File: config.mk
export PLATFORM = sky130hd
export DESIGN_NAME = irq_pending_latch_flat
export DESIGN_NICKNAME = d
export VERILOG_FILES = /design/src/rtl/irq_pending_latch_if.sv /design/src/rtl/irq_pending_latch.sv /design/src/flat_wrapper.sv
export SDC_FILE = /design/constraint.sdc
export NUM_CORES = 1
export LEC_CHECK = 0
export CAP_MARGIN = 20
export CORE_MARGIN = 2
export CORE_UTILIZATION = 24
export DETAILED_ROUTE_END_ITERATION = 6
export SYNTH_ARGS = -nofsm -noshare
export SYNTH_HDL_FRONTEND = slang
export SYNTH_SLANG_ARGS = --single-unit
File: constraint.sdc
create_clock -name clk -period 1.12 [get_ports clk]
set_input_delay 0.224 -clock clk [delete_from_list [all_inputs] [get_ports clk]]
set_output_delay 0.224 -clock clk [all_outputs]
set_load 0.01 [all_outputs]
File: src/rtl/irq_pending_latch_if.sv
// irq_pending_latch_if: request, mask and acknowledge bundle between the pending latch and its consumer.
// IRQ_OVERFLOW_EN adds the ovf/ovf_clr pair.
interface irq_pending_latch_if;
    logic [7:0] req_in;
    logic       mask_wr;
    logic [7:0] mask_din;
    logic       ack_valid;
    logic [2:0] ack_idx;
    logic [7:0] pend_vec;
    logic       irq;
    logic       ack_err;
    logic [7:0] mask_q;
`ifdef IRQ_OVERFLOW_EN
    logic [7:0] ovf;
    logic       ovf_clr;
    modport master(output req_in, mask_wr, mask_din, ack_valid, ack_idx, ovf_clr,
                   input pend_vec, irq, ack_err, mask_q, ovf);
    modport slave(input req_in, mask_wr, mask_din, ack_valid, ack_idx, ovf_clr,
                  output pend_vec, irq, ack_err, mask_q, ovf);
`else
    modport master(output req_in, mask_wr, mask_din, ack_valid, ack_idx,
                   input pend_vec, irq, ack_err, mask_q);
    modport slave(input req_in, mask_wr, mask_din, ack_valid, ack_idx,
                  output pend_vec, irq, ack_err, mask_q);
`endif
endinterface

File: src/rtl/irq_pending_latch.sv
// irq_pending_latch: synchronise 8 request lines, latch rising edges as sticky pending bits under a mask.
// Optional IRQ_OVERFLOW_EN adds sticky per-line overflow flags (ovf) cleared by ovf_clr.
module irq_pending_latch #(
    parameter int SYNC_STAGES = 2,
    parameter bit LEVEL_MODE  = 1'b0
) (
    input logic clk,
    input logic rst_n,
    irq_pending_latch_if.slave bus
);
    logic [7:0] sync_q [SYNC_STAGES];
    logic [7:0] hist_q, pend_q, mask_q, ack_bit, clr, rise, pend_d;
    logic       ack_ok, err_q;
    assign ack_bit = 8'h01 << bus.ack_idx;
    assign ack_ok  = bus.ack_valid & |(ack_bit & pend_q & ~mask_q);
    assign clr     = ack_ok ? ack_bit : 8'h00;
    assign rise    = sync_q[SYNC_STAGES-1] & ~hist_q;
    // a fresh edge overrides a same-cycle ack on that bit
    assign pend_d  = LEVEL_MODE ? sync_q[SYNC_STAGES-1] : rise | (pend_q & ~clr);
    always_ff @(posedge clk or negedge rst_n) begin
        if (!rst_n) begin
            for (int k = 0; k < SYNC_STAGES; k++) sync_q[k] <= 8'h00;
            hist_q <= 8'h00;
            pend_q <= 8'h00;
            mask_q <= 8'hFF;
            err_q  <= 1'b0;
        end else begin
            sync_q[0] <= bus.req_in;
            for (int k = 1; k < SYNC_STAGES; k++) sync_q[k] <= sync_q[k-1];
            hist_q <= sync_q[SYNC_STAGES-1];
            pend_q <= pend_d;
            mask_q <= bus.mask_wr ? bus.mask_din : mask_q;
            err_q  <= bus.ack_valid & ~ack_ok;
        end
    end
    assign bus.pend_vec = pend_q & ~mask_q;
    assign bus.irq      = |bus.pend_vec;
    assign bus.ack_err  = err_q;
    assign bus.mask_q   = mask_q;
`ifdef IRQ_OVERFLOW_EN
    logic [7:0] ovf_q, ovf_set;
    assign ovf_set = LEVEL_MODE ? 8'h00 : rise & pend_q & ~clr;
    always_ff @(posedge clk or negedge rst_n) begin
        if (!rst_n) ovf_q <= 8'h00;
        else ovf_q <= ovf_set | (bus.ovf_clr ? 8'h00 : ovf_q);
    end
    assign bus.ovf = ovf_q;
`endif
endmodule

File: src/flat_wrapper.sv
// flat-port wrapper written by rule: the top's interface ports become plain ports
module irq_pending_latch_flat 
#(
    parameter int SYNC_STAGES = 2,
    parameter bit LEVEL_MODE  = 1'b0
)
  (clk, rst_n, bus_req_in, bus_mask_wr, bus_mask_din, bus_ack_valid, bus_ack_idx, bus_pend_vec, bus_irq, bus_ack_err, bus_mask_q);
  irq_pending_latch_if bus_i ();
  input logic clk;
  input logic rst_n;
  input wire logic [$bits(bus_i.req_in)-1:0] bus_req_in;
  input wire logic [$bits(bus_i.mask_wr)-1:0] bus_mask_wr;
  input wire logic [$bits(bus_i.mask_din)-1:0] bus_mask_din;
  input wire logic [$bits(bus_i.ack_valid)-1:0] bus_ack_valid;
  input wire logic [$bits(bus_i.ack_idx)-1:0] bus_ack_idx;
  output wire logic [$bits(bus_i.pend_vec)-1:0] bus_pend_vec;
  output wire logic [$bits(bus_i.irq)-1:0] bus_irq;
  output wire logic [$bits(bus_i.ack_err)-1:0] bus_ack_err;
  output wire logic [$bits(bus_i.mask_q)-1:0] bus_mask_q;
  assign bus_i.req_in = bus_req_in;
  assign bus_i.mask_wr = bus_mask_wr;
  assign bus_i.mask_din = bus_mask_din;
  assign bus_i.ack_valid = bus_ack_valid;
  assign bus_i.ack_idx = bus_ack_idx;
  assign bus_pend_vec = bus_i.pend_vec;
  assign bus_irq = bus_i.irq;
  assign bus_ack_err = bus_i.ack_err;
  assign bus_mask_q = bus_i.mask_q;
  irq_pending_latch #(.SYNC_STAGES(SYNC_STAGES), .LEVEL_MODE(LEVEL_MODE)) u_core (.clk(clk), .rst_n(rst_n), .bus(bus_i));
endmodule
* Yosys cells after proc, flatten, opt, wreduce, memory -nomap -nowiden
Cells that the tools add are included.
Cells by class: shift operators 1, muxes and demuxes 1, bitwise operators 12, reduce and logical (&&, ||, !) cells 2
Operator list (count):
- $and A8 B8 Y8 | 5
- $not A8 Y8 | 3
- $reduce_or A8 Y1 | 2
- $mux W8 | 1
- $or A8 B8 Y8 | 1
- $shl A1 B3 Y8 const A | 1
- $and A1 B1 Y1 | 2
- $not A1 Y1 | 1
Storage, ports and cells: register bits after elaboration 41, output and inout port bits 18

* Longest topological paths before layout
word-level depth 9, gate-level depth with buffers 4, depth with buffers taken out 4

* Worst setup path before layout
No wires, ideal clock.
path kind reg2out, start reg u_core.mask_q[1] (netlist: u_core.bus.mask_q[1]), end out bus_irq, arrival 1.103 ns, data required time 0.896 ns, slack -0.207 ns, cell stages (with the launch flop) 5, path through dfstp_2 nand2b_1 inv_1 nor4_1 nand2_1
On the way: word-level cells in the longest chain between the ends 3
Ends and longest elaborated chain:
- start, declared | line irq_pending_latch.sv:12 | logic [7:0] hist_q, pend_q, mask_q, ack_bit, clr, rise, pend_d;
- start signal, assigned | line irq_pending_latch.sv:32 | mask_q <= bus.mask_wr ? bus.mask_din : mask_q;
- $not A8 Y8 | line irq_pending_latch.sv:36 | assign bus.pend_vec = pend_q & ~mask_q;
- $and A8 B8 Y8 | line irq_pending_latch.sv:36
- named net bus_pend_vec[1] | line flat_wrapper.sv:16 | output wire logic [$bits(bus_i.pend_vec)-1:0] bus_pend_vec;
- $reduce_or A8 Y1 | line irq_pending_latch.sv:37 | assign bus.irq = |bus.pend_vec;
- end, declared | line flat_wrapper.sv:17 | output wire logic [$bits(bus_i.irq)-1:0] bus_irq;
The timed path passes the listed nets, and every way through them passes these cells.

* Worst setup path after layout
start reg u_core.mask_q[4] (netlist: u_core.bus.mask_q[4]), end out bus_irq
On the way: word-level cells in the longest chain between the ends 3
Ends and longest elaborated chain (line):
- $not A8 Y8 | irq_pending_latch.sv:36
- $and A8 B8 Y8 | irq_pending_latch.sv:36
- $reduce_or A8 Y1 | irq_pending_latch.sv:37
No other way between the ends.

==> reports/results.txt <==
Die X - 82.2 um
synthesized instance count - 105
Synth top area share - 56.3%
Placed Cells - 248
Final Non-Filler Cells - 261
Synth cell types - 20
initial antenna violation count - 0
DRT antenna net count - 0
Period minus WS final - 1.67 ns
clk buf depth - 2
Switching Share - 22.8%
CTS tree - built
DRC viols - 0
final number of hold-violating endpoints - 0
first-pass GRT wire length - 5.45 mm
global route overflow - 0
Antenna diodes - 0
max-slew violation total from the final report - 0
synth cell count leaders - 33 x dfrtp_1, 12 x o21ai_0, 10 x inv_1
Lkg Pwr - 1.20 nW
Layout fillers - 543
FF-to-FF path depth - 4
most common cell in the synthesized netlist - dfrtp_1
Worst Setup End Kind - output port
outcome - finished, violations left
Req. time, crit path - 0.90 ns
final setup margin - -0.548 ns
hold path depth - 3
CTS Buf Count - 5
Int Pwr - 2.99 mW
failing checks - setup timing
all-layer global routing usage - 11.1%
async set-reset flop share out of synthesis - 100%
Core Rows - 28
Net Switching - 885 uW
CTS Sinks - 41
clock latency on the worst-skew pair - 0.29 ns
CP Launch Type - flop
share of layout cells above drive strength 1 - 53.8%
synthesized area - 1470 um2
#FFs+latches synth - 41
DIE AREA - 6760 um2
Routed WL per cell - 13.5 um
I/O Pins - 41
pre-CTS worst setup slack - -0.614 ns
DPL Wire Length - 2.35 mm
sequential power share - 42.7%
clock network power share - 35.9%
WS Path Type - flop to output port
ys flop type - dfrtp_1
Tcrit/Tclk final - 149%
Via-to-Cell Ratio - 4.26
Logic pwr share - 21.4%
Root Buffer - clkbuf_8
relative slew slack - 81.1%
Tot Pwr - 3.88 mW
I/O Buffers - 40
synthesized area per cell - 14.0 um2
Area growth syn-to-layout - 78.2%
Core Box Area - 5920 um2
RSZ-0062 raised after global routing - yes
chip height - 82.2 um
achievable clock frequency - 599 MHz
Max IR drop VDD - 729 uV
worst-margin pin slew - 0.281 ns
Clk pin slew, worst setup/hold paths - 0.08 ns
clk_skew - 0.00712 ns
initial drt markers - 47
Post-Route WL - 3.53 mm
routability cong. - 0.780
worst hold path type - input pin to flop
DRT Pass-1 Iters - 3
setup violators final - 19
largest net degree at the start of global routing - 42
area leader, netlist - dfrtp_1
synth top area cells - dfrtp_1 56%, dfstp_2 14%, mux2_2 6.1%
Final #Nets - 208
vias in the first global route - 1180
Post-synth EDFFs - 0
pwr dens - 1480 nW/um2
via count - 1111
Synth Warn # - 0
number of max-capacitance violations reported - 0
Worst EP arrival - 1.44 ns
critical path fanouts, max - 2
sequential fraction of the synthesis area - 70.6%
syn nets - 128
initial core utilization - 24.8%
CTS H-Tree Depth - 2
sequential cells by signal, indices dropped and copies added (netlist names):
name / flops
u_core.sync_q: 16
u_core.hist_q: 8
u_core.bus.mask_q: 8
u_core.bus.ack_err: 1
u_core.pend_q: 8
placed cells by master (no fill, tap or decap), drive strengths merged, types with 3 or more instances in the layout:
cell	n
dfstp	8
mux2	8
inv	10
o41ai	3
nand2b	3
buf	54
dfrtp	33
o21ai	12
clkdlybuf4s50	18
clkbuf	6
nor2b	7
cells by family (layout without fill, tap and decap cells):
logic type / Yosys count / in the layout / synth area share [%]
AO/OA/AOI/OAI: 20 / 20 / 8.18
buffers and inverters: 13 / 94 / 4.43
flip-flops: 41 / 41 / 70.6
multiplexers: 8 / 8 / 6.14
AND/OR/NAND/NOR: 23 / 23 / 10.7
metal layers:
layer	up-vias	track usage (%)	routed length (um)
met5	-	0	0
met4	0	5.50	85
met3	10	2.50	197
met2	32	17.6	1780
met1	543	14.2	1470
li1	526	-	-
final cells by class:
| type | count | area, um2 | area share, % |
|---|---|---|---|
| clock buffers | 5 | 68.8 | 2.63 |
| multi-input cells | 51 | 548 | 21.0 |
| inverters | 10 | 40.0 | 1.53 |
| repair buffers | 76 | 763 | 29.2 |
| clock inverters | 3 | 65.1 | 2.49 |
| well taps | 75 | 93.8 | 3.59 |
| flip-flops and latches | 41 | 1040 | 39.6 |
critical path, cell delays in order, from the launching register on:
cell and delay, ns:
dfstp_2 0.56, nor2b_4 0.05, nor4_2 0.27, nand2_1 0.12
buf_2 0.15
through the flow:
step / instance area, um2 / utilization (%) / TNS (ns) / hold slack, ns
after floorplan: 1480 / - / -0.117 / -0.0716
after global placement: 2190 / 37.1 / -10.16 / 0.208
after detailed placement: 2190 / 37.1 / -10.38 / 0.210
after CTS: 2520 / 42.6 / -4.31 / 0.352
after global routing: 2620 / 44.2 / -4.80 / 0.341
final: 2620 / 44.2 / -4.07 / 0.337
worst paths after layout:
kind / startpoint / end / slack [ns]
max in group asynchronous: rst_n / u_core.bus.mask_q[6] / 0.44
min: bus_ack_idx[1] / u_core.pend_q[0] / 0.34
min in group asynchronous: rst_n / u_core.sync_q[8] / 0.42
max reg2reg: u_core.bus.mask_q[3] / u_core.bus.ack_err / -0.14
max: u_core.bus.mask_q[4] / bus_irq / -0.55
min reg2reg: u_core.sync_q[11] / u_core.sync_q[3] / 0.35
power groups by stage:
stage / Sequential [mW] / Clock [mW] / Combinational [mW]
final: 1.66 / 1.39 / 0.831
after global routing: 1.67 / 1.47 / 0.891
after CTS: 1.65 / 1.42 / 0.769
after detailed placement: 1.66 / 0 / 0.633
after global placement: 1.66 / 0 / 0.629
after floorplan: 1.69 / 0 / 0.165
what timing repair did:
action	4_1_cts	5_1_grt
hold endpoints to repair	33	0
setup endpoints to repair	27	27
gates resized for setup	123	31
pin swaps	4	5
buffers inserted	7	8
hold buffers	1	0
No activity file was read; power rests on OpenSTA's default activity.
